## src/rtl/pattern_round_ctrl.sv

```systemverilog
`default_nettype none
// ============================================================================
// Module   : pattern_round_ctrl
// Purpose  : Memory-game round sequencer. It fetches a pattern set, plays
//            patterns 0..N-1 to the display, then checks keypad entries.
// Options  : INPUT_TIMEOUT_EN fails the round when INPUT sees no key for
//            TIMEOUT_TICKS cycles.
// Revision : 1.0 - initial release
// ============================================================================
module pattern_round_ctrl #(
    parameter int SHOW_TICKS    = 8,
    parameter int GAP_TICKS     = 4,
    parameter int TIMEOUT_TICKS = 1024
) (
    input  logic        clk_1,
    input  logic        rst,
    input  logic        start,
    input  logic [1:0]  level,
    input  logic [47:0] pat_bus,
    input  logic        gen_done,
    input  logic        key_valid,
    input  logic [2:0]  key_code,
    output logic        gen_enable,
    output logic        disp_on,
    output logic [2:0]  disp_pattern,
    output logic [3:0]  disp_index,
    output logic        busy,
    output logic        round_pass,
    output logic        round_fail,
    output logic [4:0]  score
);

    localparam int c_TICK_MAX = (SHOW_TICKS > GAP_TICKS) ? SHOW_TICKS : GAP_TICKS;
    localparam int c_TICK_W   = $clog2(c_TICK_MAX) + 1;

    typedef enum logic [2:0] {
        S_IDLE  = 3'd0,
        S_GEN   = 3'd1,
        S_SHOW  = 3'd2,
        S_GAP   = 3'd3,
        S_INPUT = 3'd4,
        S_PASS  = 3'd5,
        S_FAIL  = 3'd6
    } state_t;

    state_t                r_state;
    state_t                w_next;
    logic [47:0]           r_store;
    logic [3:0]            r_idx;
    logic [3:0]            r_last;
    logic [4:0]            r_score;
    logic [c_TICK_W-1:0]   r_tick;

    logic [2:0]            w_cur;
    logic                  w_hit;
    logic                  w_last_idx;
    logic                  w_last_show;
    logic                  w_last_gap;
    logic                  w_timeout;

    assign w_cur       = r_store[r_idx*3 +: 3];
    assign w_hit       = (key_code == w_cur);
    assign w_last_idx  = (r_idx == r_last);
    assign w_last_show = (r_tick == c_TICK_W'(SHOW_TICKS - 1));
    assign w_last_gap  = (r_tick == c_TICK_W'(GAP_TICKS - 1));

`ifdef INPUT_TIMEOUT_EN
    logic [15:0] r_idle;

    // Held at zero outside INPUT, so entering INPUT always starts a fresh count.
    always_ff @(posedge clk_1) begin
        if (rst || (r_state != S_INPUT) || key_valid) begin
            r_idle <= 16'd0;
        end else begin
            r_idle <= r_idle + 16'd1;
        end
    end

    assign w_timeout = (r_idle == 16'(TIMEOUT_TICKS - 1));
`else
    assign w_timeout = 1'b0;
`endif

    always_comb begin
        w_next       = r_state;
        gen_enable   = 1'b0;
        disp_on      = 1'b0;
        disp_pattern = 3'd0;
        disp_index   = r_idx;
        busy         = (r_state != S_IDLE);
        round_pass   = 1'b0;
        round_fail   = 1'b0;
        score        = r_score;
        case (r_state)
            S_IDLE: begin
                if (start) w_next = S_GEN;
            end
            S_GEN: begin
                gen_enable = 1'b1;
                if (gen_done) w_next = S_SHOW;
            end
            S_SHOW: begin
                disp_on      = 1'b1;
                disp_pattern = w_cur;
                if (w_last_show) w_next = S_GAP;
            end
            S_GAP: begin
                if (w_last_gap) w_next = w_last_idx ? S_INPUT : S_SHOW;
            end
            S_INPUT: begin
                // A key in the expiry cycle takes priority over the timeout.
                if (key_valid) begin
                    if (!w_hit)          w_next = S_FAIL;
                    else if (w_last_idx) w_next = S_PASS;
                end else if (w_timeout) begin
                    w_next = S_FAIL;
                end
            end
            S_PASS: begin
                round_pass = 1'b1;
                w_next     = S_IDLE;
            end
            S_FAIL: begin
                round_fail = 1'b1;
                w_next     = S_IDLE;
            end
            default: w_next = S_IDLE;
        endcase
    end

    always_ff @(posedge clk_1) begin
        if (rst) begin
            r_state <= S_IDLE;
            r_store <= 48'd0;
            r_idx   <= 4'd0;
            r_last  <= 4'd0;
            r_score <= 5'd0;
            r_tick  <= '0;
        end else begin
            r_state <= w_next;
            case (r_state)
                S_IDLE: begin
                    if (start) begin
                        r_last  <= {level, 2'b11};
                        r_score <= 5'd0;
                        r_idx   <= 4'd0;
                        r_tick  <= '0;
                    end
                end
                S_GEN: begin
                    if (gen_done) begin
                        r_store <= pat_bus;
                        r_idx   <= 4'd0;
                        r_tick  <= '0;
                    end
                end
                S_SHOW: begin
                    r_tick <= w_last_show ? '0 : r_tick + 1'b1;
                end
                S_GAP: begin
                    if (w_last_gap) begin
                        r_tick <= '0;
                        r_idx  <= w_last_idx ? 4'd0 : r_idx + 4'd1;
                    end else begin
                        r_tick <= r_tick + 1'b1;
                    end
                end
                S_INPUT: begin
                    if (key_valid && w_hit) begin
                        r_score <= r_score + 5'd1;
                        if (!w_last_idx) r_idx <= r_idx + 4'd1;
                    end
                end
                default: ;
            endcase
        end
    end

endmodule
`default_nettype wire

```

## config.mk

```make
export PLATFORM = sky130hd
export DESIGN_NAME = pattern_round_ctrl
export DESIGN_NICKNAME = d
export VERILOG_FILES = /design/src/rtl/pattern_round_ctrl.sv
export SDC_FILE = /design/constraint.sdc
export NUM_CORES = 1
export LEC_CHECK = 0
export ABC_AREA = 1
export CORE_UTILIZATION = 41
export CTS_BUF_LIST = sky130_fd_sc_hd__clkbuf_8
export CTS_CLUSTER_DIAMETER = 80
export DETAILED_ROUTE_END_ITERATION = 10
export GPL_ROUTABILITY_DRIVEN = 0
export GPL_TIMING_DRIVEN = 0
export PLACE_DENSITY = 0.69
export SYNTH_ARGS = -nofsm -noshare
export SYNTH_HDL_FRONTEND = slang
export SYNTH_SLANG_ARGS = --single-unit
```

## constraint.sdc

```tcl
create_clock -name clk_1 -period 2.95 [get_ports clk_1]
set_clock_uncertainty 0.15 [all_clocks]
set_input_delay 0.59 -clock clk_1 [delete_from_list [all_inputs] [get_ports clk_1]]
set_output_delay 0.59 -clock clk_1 [all_outputs]
set_load 0.1 [all_outputs]
```

==> flow_summary.ini, run 1 <==
[final_layout]
mostFrequentLayoutCells = nand2_1 (91), inv_1 (72), nor2_1 (69)
layout-drive-gt1-share_pct = 8.21
final_net_count = 665
stdcell_count = 714
antenna-diode-count = 0
mostFrequentLayoutCell = nand2_1
layout-area-overhead-vs-synth_pct = 32.9

[clock_tree]
clk_transition_reported_paths_ns = 0.08
cts_tree = built
clock_tree.htree_level_count = 3
clock_tree.buffer_depth = 2
cts-buffers-inserted = 9
ctsHoldBuffers = 0
clock-root-buffer = clkbuf_8
cts.sink_count = 67
clk_latency_ns = 0.35

[floorplanning]
start_util_pct = 42.3
core.rowCount = 33
chip_width_um = 94.1
die_area_sq_um = 8860
die_h_um = 94.1
ios = 75
fp.coreArea_sq_um = 8220

[yosys]
synthDistinctLibCells = 31
synthesis.nets = 580
yosys-top-cells-area = dfxtp_1 (39%), nand2_1 (9.8%), o21ai_0 (8.8%), inv_1 (7.7%), nor2_1 (7.6%)
seq_area_frac_synth_pct = 38.6
synth_enable_flop_cells = 0
synthesis.instances = 519
ys.flop_type = dfxtp_1
yosysWarningCount = 0
yosys_register_bits = 67
async_flop_share_pct = 0
syn_avg_cell_area_sq_um = 6.70
synth_area_leader_cell = dfxtp_1
yosysTopAreaCellShare_pct = 38.6
synthesis.area_sq_um = 3480

[critical_path]
critical_path.startpoint_type = flip-flop
crit_path_max_fanout = 9
worst_ep_arrival_time_ns = 2.12
worst-setup-path-type = reg -> out
endpoint_kind = output port
critical_path.reg2reg.endpoint = score[2]
setup.reg_to_reg.worst_slack_ns = 0.73
required_ns = 2.21
timing.rr.start = disp_index[2]
ff2ff_path_depth = 12

[sta]
worst_hold_slack_ns = 0.304
fin_crit_share_pct = 96.9
fmaxAchievable_mhz = 350
rsz0062_at_grt = false
slew_viol_final = 0
layout_min_cycle_time_ns = 2.86
report.final.setup_viol = 0
maxSlewHeadroom_pct = 35.6
hold_viol_final = 0
worst_slew_pin_slew_ns = 0.963

[placement]
post-place-cells = 698
io_buffers = 74
dp.final_hpwl_um = 6980

[routing]
wire_per_inst_um = 13.3
num_vias = 3604
vias_cell = 5.05
detailedRoute.firstPassIterationCount = 5
antenna_left = 0
remaining_drc_errors = 0
drtIter0Drc = 249
detail_route.wirelength_um = 9530

[hold_path]
hold_path_class = reg -> reg
holdPathEnd = r_store[40]
worstHoldStart = r_store[40]
worstHoldPathCells = 2

[global_routing]
global_route_wire_length_before_repair_um = 15600
first_global_vias = 3288
largest_net_degree_at_the_start_of_global_routing = 13
grt_antenna_before_repair = 0
grt_overflow = 0
global_route.usage.total_pct = 22.9

[power]
seq_pwr_share_pct = 29.6
power.share.combinational_pct = 48.9
share_of_power_burned_in_the_clock_network_pct = 21.5
internal-power_mw = 2.38
cellLeakagePower_nw = 2.00
ir_worst_vdd_uv = 339
switching_power_of_the_nets_mw = 1.98
netSwitchingFraction_pct = 45.4
pwr_density_cell_nw_per_um2 = 942

[run_status]
outcome = complete, no violations

[flow_run]
max_cap_violations = 0
[cell type report]
cell class	instances	area (sq um)
Buffer	23	140
Tap cell	105	131
Clock inverter	7	118
Fill cell	800	3590
Multi-Input combinational cell	353	1760
Sequential cell	67	1340
Inverter	76	288
Timing Repair Buffer	74	724
Clock buffer	9	124
[synthesized netlist by cell type (2+ instances only)]
master and number:
nand3_2 7, buf_6 6, o21ai_0 61, dfxtp_1 67, nor2_1 70, ha_1 3
clkinv_1 2, buf_4 2, nand3_4 2, o211ai_1 2, clkbuf_1 14, nand4_1 10
nor3_1 5, nand2_1 91, xor2_1 2, a21oi_1 45, inv_2 2, o22ai_1 2
or2_1 5, nand3_1 40, inv_1 71
[metal layers]
layer / vias to the layer above / part of all wire [%] / track usage [%]
met5: - / 0 / 0
met4: 0 / 2.0 / 9.49
met3: 16 / 5.5 / 3.56
met2: 107 / 44 / 34.9
met1: 1633 / 49 / 31.9
li1: 1848 / - / -
[flip-flops by register name (all words and copies together), names as in the netlist]
| register | flops |
|---|---|
| r_tick | 4 |
| r_last | 3 |
| r_store | 48 |
| r_state | 3 |
| score | 5 |
| disp_index | 4 |
[how the worst max path moves through the flow]
| stage | from | endpoint | slack, ns | cells after the start |
|---|---|---|---|---|
| floorplan | disp_index[1] | disp_pattern[0] | -0.01 | 7 |
| global placement | disp_index[2] | disp_pattern[2] | -0.25 | 6 |
| detailed placement | disp_index[2] | disp_pattern[2] | -0.26 | 6 |
| CTS | disp_index[2] | disp_pattern[2] | 0.07 | 6 |
| global route | disp_index[2] | disp_pattern[0] | 0.02 | 6 |
| finish | disp_index[2] | disp_pattern[0] | 0.09 | 6 |
[cell families (layout without fill, tap and decap cells)]
family / after synthesis / count (layout) / share of synthesized area, %
AND/OR/NAND/NOR: 232 / 232 / 30.1
XOR/XNOR: 2 / 2 / 0.504
adder cells (fa/ha/maj): 3 / 3 / 1.08
buffers and inverters: 99 / 189 / 12.3
AO/OA/AOI/OAI: 116 / 116 / 17.5
flip-flops: 67 / 67 / 38.6
[power by group through the flow]
stage	logic (mW)	clock network (mW)	registers, mW
6_report	2.13	0.937	1.29
5_1_grt	2.36	0.983	1.31
4_1_cts	2.12	0.944	1.29
3_5_place_dp	2.13	0	1.31
3_3_place_gp	2.10	0	1.30
2_1_floorplan	1.41	0	1.51
[stage by stage]
| step | util [%] | area, sq um | power [mW] | setup WS [ns] | TNS [ns] |
|---|---|---|---|---|---|
| after CTS | 56.2 | 4620 | 4.35 | 0.0734 | 0 |
| after global routing | 56.3 | 4620 | 4.66 | 0.0185 | 0 |
| final | 56.3 | 4620 | 4.35 | 0.0903 | 0 |
| after detailed placement | 53.5 | 4400 | 3.43 | -0.259 | -0.750 |
| after floorplan | - | 3530 | 2.92 | -0.0115 | -0.0115 |
| after global placement | 53.5 | 4400 | 3.40 | -0.255 | -0.745 |
[critical path: stages, from the launching register on]
cell and delay, ns:
dfxtp_2 0.33, buf_4 0.19, clkinv_1 0.30, nand3_1 0.20, nand3_2 0.13, a21oi_4 0.19, buf_2 0.44
[timing repair]
action	CTS	global route
gates resized for setup	20	2
setup buffers	0	0
endpoints found under the setup margin	8	2
Power figures use the tool's default switching activity.
==> run 2: changes to the inputs <==
CORE_MARGIN = 2   (was default)
==> run 2 against run 1 <==
Via count increased by 0.11%. Wire length increased by 2.0%. Critical path depth unchanged. Final cell count unchanged. Non-clock buffer count unchanged. Die area increased by 4.3%. Worst hold slack improved by 0.0010 ns. Largest cell class unchanged. Largest power group unchanged. Highest routed layer unchanged.
==> flow_summary.ini, run 2 (same netlist as run 1, synthesis figures left out) <==
[run_status]
outcome = complete, no violations

[sta]
setup_total_negative_slack_ns = 0
rsz0062_at_grt = false
report.final.setup_viol = 0
maxSlewHeadroom_pct = 35.4
fin_crit_share_pct = 96.4
slew_viol_final = 0
fmaxAchievable_mhz = 352
layout_min_cycle_time_ns = 2.84
hold_viol_final = 0
worst_slew_pin_slew_ns = 0.966

[clock_tree]
cts-buffers-inserted = 9
ctsHoldBuffers = 0
clock-root-buffer = clkbuf_8
clock_tree.htree_level_count = 3
clock_tree.buffer_depth = 2
clk_transition_reported_paths_ns = 0.07
cts_tree = built
cts.sink_count = 67
clk_latency_ns = 0.35
post-cts-setup-buffer-count = 0

[flow_run]
max_cap_violations = 0

[hold_path]
holdPathEnd = r_store[22]
worstHoldStart = r_store[22]
worstHoldPathCells = 2
hold_path_class = reg -> reg

[placement]
post_placement_cell_area_sq_um = 4400
dp.final_hpwl_um = 7090
io_buffers = 74

[power]
report.power.total_mw = 4.37
cellLeakagePower_nw = 2.00
ir_worst_vdd_uv = 346
pwr_density_cell_nw_per_um2 = 944

[floorplanning]
core.rowCount = 33
die_area_sq_um = 9240
chip_width_um = 96.1
start_util_pct = 42.3
die_h_um = 96.1
fp.coreArea_sq_um = 8220
ios = 75

[critical_path]
worst-setup-path-type = reg -> out
required_ns = 2.21
worst-path-buf-inv = 3
worst_ep_arrival_time_ns = 2.10
crit_path_max_incr_delay_ns = 0.35
setup.reg_to_reg.worst_slack_ns = 0.63
critical_path_depth = 6
cp_cell_sequence = buf_4 > clkinv_1 > nand3_1 > nand3_2 > a21oi_4 > clkbuf_4
crit_path_max_fanout = 9
crit_slowest_cell = clkbuf_4
critical_path.reg2reg.endpoint = score[3]
timing.rr.start = disp_index[2]
critical_path.startpoint_type = flip-flop
endpoint_kind = output port
worst_path_dominant_cell_family = buffers and inverters
startpoint = disp_index[2]
ff2ff_path_depth = 13

[routing]
wire_per_inst_um = 13.6
detailedRoute.firstPassIterationCount = 5
drtIter0Drc = 205
antenna_left = 0
num_vias = 3608
detail_route.wirelength_um = 9720
remaining_drc_errors = 0
vias_cell = 5.05

[final_layout]
layout-area-overhead-vs-synth_pct = 33.1
final_net_count = 665
final_cell_area_sq_um = 4630
layout-drive-gt1-share_pct = 8.05
mostFrequentLayoutCells = nand2_1 (91), inv_1 (73), nor2_1 (69)
nFillCells = 795
mostFrequentLayoutCell = nand2_1
max_flop_register = r_store
antenna-diode-count = 0
largest_register_ff_count = 48

[global_routing]
first_global_vias = 3363
grt_antenna_before_repair = 0
grt_overflow = 0
global_route.usage.total_pct = 22.5
global_route_wire_length_before_repair_um = 15900
largest_net_degree_at_the_start_of_global_routing = 12
-- run 2: stage by stage --
step	hold WS, ns	instances	utilization (%)	worst slack [ns]
2_1_floorplan	0.279	519	-	-0.0115
5_1_grt	0.314	714	56.3	0.0159
3_5_place_dp	0.293	698	53.5	-0.282
3_3_place_gp	0.289	698	53.5	-0.262
4_1_cts	0.304	714	56.2	0.0388
6_report	0.305	714	56.3	0.105
-- run 2: final cells by class --
class,count,area (sq um),area share [%]
multi-input cells,353,1760,37.9
flip-flops and latches,67,1340,29.0
repair buffers,74,727,15.7
inverters,76,288,6.22
plain buffers,23,140,3.03
clock buffers,10,138,2.97
well taps,105,131,2.84
clock inverters,6,105,2.27
-- run 2: metal layers --
| metal | track usage [%] | part of all wire [%] | routed length, um | vias to the layer above |
|---|---|---|---|---|
| met5 | 0 | 0 | 0 | - |
| met2 | 35.6 | 44 | 4330 | 105 |
| met4 | 8.69 | 1.9 | 180 | 0 |
| li1 | - | - | - | 1847 |
| met1 | 30.4 | 49 | 4760 | 1643 |
| met3 | 3.99 | 4.7 | 461 | 13 |
-- run 2: worst max path at each step --
stage | endpoint | slack, ns
finish | disp_pattern[2] | 0.11
global route | disp_pattern[2] | 0.02
CTS | disp_pattern[2] | 0.04
detailed placement | disp_pattern[2] | -0.28
global placement | disp_pattern[2] | -0.26
floorplan | disp_pattern[0] | -0.01
-- run 2: timing repair --
| action | 4_1_cts | 5_1_grt |
|---|---|---|
| resized for setup | 20 | 3 |
| endpoints found under the hold margin | 0 | 0 |
| setup endpoints to repair | 8 | 3 |
-- run 2: worst register-to-register path, delay by kind of cell, from the launching register on --
kind	cells	cell delay [ns]
DFF	1	0.32
buffers and inverters	3	0.57
and+or+nand+nor	10	1.21
-- run 2: report_power, final --
group | switching (mW) | internal [mW]
clock | 0.361 | 0.579
combinational | 1.47 | 0.671
sequential | 0.141 | 1.15
total | 1.97 | 2.40
==> run 3: changes to the inputs <==
ABC_AREA = default   (was 1)
GPL_TIMING_DRIVEN = 1   (was 0)
==> run 3 against run 2 <==
Synthesized cell count down 21%. First-iteration DRC count down 12%. Worst hold slack better by 0.0016 ns. Global-route usage down 3.3 points. Wire length down 16%. Register-to-register slack worse by 0.38 ns. Core utilization down 0.51 points. Largest power group is now sequential cells. Non-clock buffer count down 16.
==> flow_summary.ini, run 3 <==
[run_status]
outcome = complete, no violations

[placement]
post-place-cells = 564
post_placement_cell_area_sq_um = 4140
dpl_worst_slack_ns = 0.256
dp.final_hpwl_um = 5870
io_buffers = 74

[critical_path]
crit_path_max_fanout = 16
crit_slowest_cell = dfxtp_4
critical_path.startpoint_type = flip-flop
required_ns = 2.21
worst-setup-path-type = reg -> out
worst-path-buf-inv = 2
setup.reg_to_reg.worst_slack_ns = 0.25
crit_path_max_incr_delay_ns = 0.54
worst_path_dominant_cell_family = flip-flops
worst_ep_arrival_time_ns = 2.09
endpoint_kind = output port
cp_cell_sequence = buf_8 > mux2i_1 > a22oi_1 > nand3b_1 > a21boi_4 > buf_12

[yosys]
synthDistinctLibCells = 53
synthesis.instances = 411
ys.flop_type = dfxtp_1
synth_enable_flop_cells = 0
syn_avg_cell_area_sq_um = 8.07
async_flop_share_pct = 0
yosysWarningCount = 0
synth_area_leader_cell = dfxtp_1
synthesis.nets = 472
seq_area_frac_synth_pct = 40.4
ys_top_cells_by_count = nand2_1 (105), dfxtp_1 (67), a21oi_1 (58)
yosys-top-cells-area = dfxtp_1 (40%), nand2_1 (12%), a21oi_1 (8.7%), mux2i_1 (8.4%), clkbuf_1 (2.1%)
yosysTopAreaCellShare_pct = 40.4
yosys_register_bits = 67
synthesis.area_sq_um = 3320
yosysMostFrequentCell = nand2_1

[sta]
fmaxAchievable_mhz = 353
worst_slew_pin_slew_ns = 0.659
maxSlewHeadroom_pct = 56.1
fin_crit_share_pct = 96.1
layout_min_cycle_time_ns = 2.83
layout_setup_ws_ns = 0.115
hold_viol_final = 0
rsz0062_at_grt = false
worst_hold_slack_ns = 0.307
report.final.setup_viol = 0
slew_viol_final = 0

[power]
netSwitchingFraction_pct = 38.6
cellLeakagePower_nw = 1.53
seq_pwr_share_pct = 40.1
ir_worst_vdd_uv = 257
share_of_power_burned_in_the_clock_network_pct = 25.5
internal-power_mw = 1.67
pwr_density_cell_nw_per_um2 = 627
switching_power_of_the_nets_mw = 1.05
power.share.combinational_pct = 34.4

[clock_tree]
clock-root-buffer = clkbuf_8
clock_tree.buffer_depth = 2
cts-buffers-inserted = 9
clk_transition_reported_paths_ns = 0.07
ctsHoldBuffers = 0
cts.sink_count = 67
clk_latency_ns = 0.35
clock_tree.htree_level_count = 3
cts_tree = built

[routing]
vias_cell = 5.30
antenna_left = 0
wire_per_inst_um = 14.1
remaining_drc_errors = 0
num_vias = 3082
detail_route.wirelength_um = 8200
drtIter0Drc = 180
detailedRoute.firstPassIterationCount = 4

[floorplanning]
core.rowCount = 32
chip_width_um = 94.0
fp.coreArea_sq_um = 7770
die_h_um = 94.0
die_area_sq_um = 8830
ios = 75
start_util_pct = 42.7

[final_layout]
util_after_layout_pct = 55.8
mostFrequentLayoutCell = nand2_1
layout-drive-gt1-share_pct = 13.2
layout-area-overhead-vs-synth_pct = 30.7
max_flop_register = r_store
stdcell_count = 581
final_cell_area_sq_um = 4340
largest_register_ff_count = 48
mostFrequentLayoutCells = nand2_1 (105), dfxtp_1 (63), a21oi_1 (58)
antenna-diode-count = 0
final_net_count = 535

[global_routing]
global_route.usage.total_pct = 19.2
grt_antenna_before_repair = 0
first_global_vias = 2886
grt_overflow = 0
largest_net_degree_at_the_start_of_global_routing = 49
global_route_wire_length_before_repair_um = 13400

[flow_run]
max_cap_violations = 0

[hold_path]
hold_path_class = reg -> reg
run 3: changes by cell type after synthesis, moves of 7 or more:
| cell | delta |
|---|---|
| nand4_1 | -9 |
| nor2_1 | -56 |
| mux2i_1 | +28 |
| o21ai_0 | -57 |
| a21oi_1 | +13 |
| nand3_1 | -31 |
| nand2_1 | +14 |
| and3_1 | +9 |
| inv_1 | -67 |
| nand3_2 | -7 |
| a22oi_1 | +9 |
| nand2b_1 | +8 |
run 3: power by group through the flow:
stage                     clock network, mW  logic [mW]  registers (mW)
after global routing                  0.741        1.02            1.10
after CTS                             0.705       0.942            1.09
after floorplan                           0       0.712            1.08
after global placement                    0       0.926            1.11
after detailed placement                  0       0.939            1.11
final                                 0.692       0.936            1.09
run 3: final timing paths:
kind / cells past startpoint / to / startpoint
min reg2reg: 2 / r_store[25] / r_store[25]
min: 2 / r_store[25] / r_store[25]
max reg2reg: 9 / disp_index[2] / disp_index[1]
max: 6 / disp_pattern[0] / disp_index[1]
run 3: cells by family (layout without fill, tap and decap cells):
| family | count (synthesis) | in the layout | share of synthesized area (%) |
|---|---|---|---|
| buffers and inverters | 33 | 101 | 4.90 |
| adder cells (fa/ha/maj) | 3 | 3 | 1.13 |
| XOR/XNOR | 5 | 5 | 1.32 |
| flip-flops | 67 | 67 | 40.4 |
| multiplexers | 30 | 30 | 9.24 |
| AND/OR/NAND/NOR | 172 | 172 | 23.6 |
| AO/OA/AOI/OAI | 101 | 101 | 19.4 |
run 3: cell type report:
class	count	area, sq um
fillers	748	3430
multi-input cells	311	1870
flip-flops and latches	67	1350
repair buffers	81	791
clock buffers	10	138
well taps	102	128
clock inverters	6	40.0
inverters	4	15.0
run 3: timing repair:
item                                    in CTS  in global routing
endpoints found under the setup margin       0                  2
endpoints found under the hold margin        0                  0
resized for setup                            0                  0
setup buffers                                0                  1
run 3: worst min-delay path, cell delays in order (launching register included):
cell,delay (ns)
dfxtp_1,0.31
nand2_1,0.05
a21oi_1,0.05
run 3: metrics by stage:
stage / setup TNS (ns) / power, mW
6_report: 0 / 2.72
5_1_grt: 0 / 2.86
4_1_cts: 0 / 2.73
3_5_place_dp: 0 / 2.05
3_3_place_gp: 0 / 2.03
2_1_floorplan: -0.0140 / 1.79
run 3: per-layer routing:
layer	global-route usage [%]	routed length, um	vias up
met1	25.4	3790	1428
met2	30.5	3830	89
met3	4.90	456	13
li1	-	-	1552
met5	0	0	-
met4	6.28	119	0
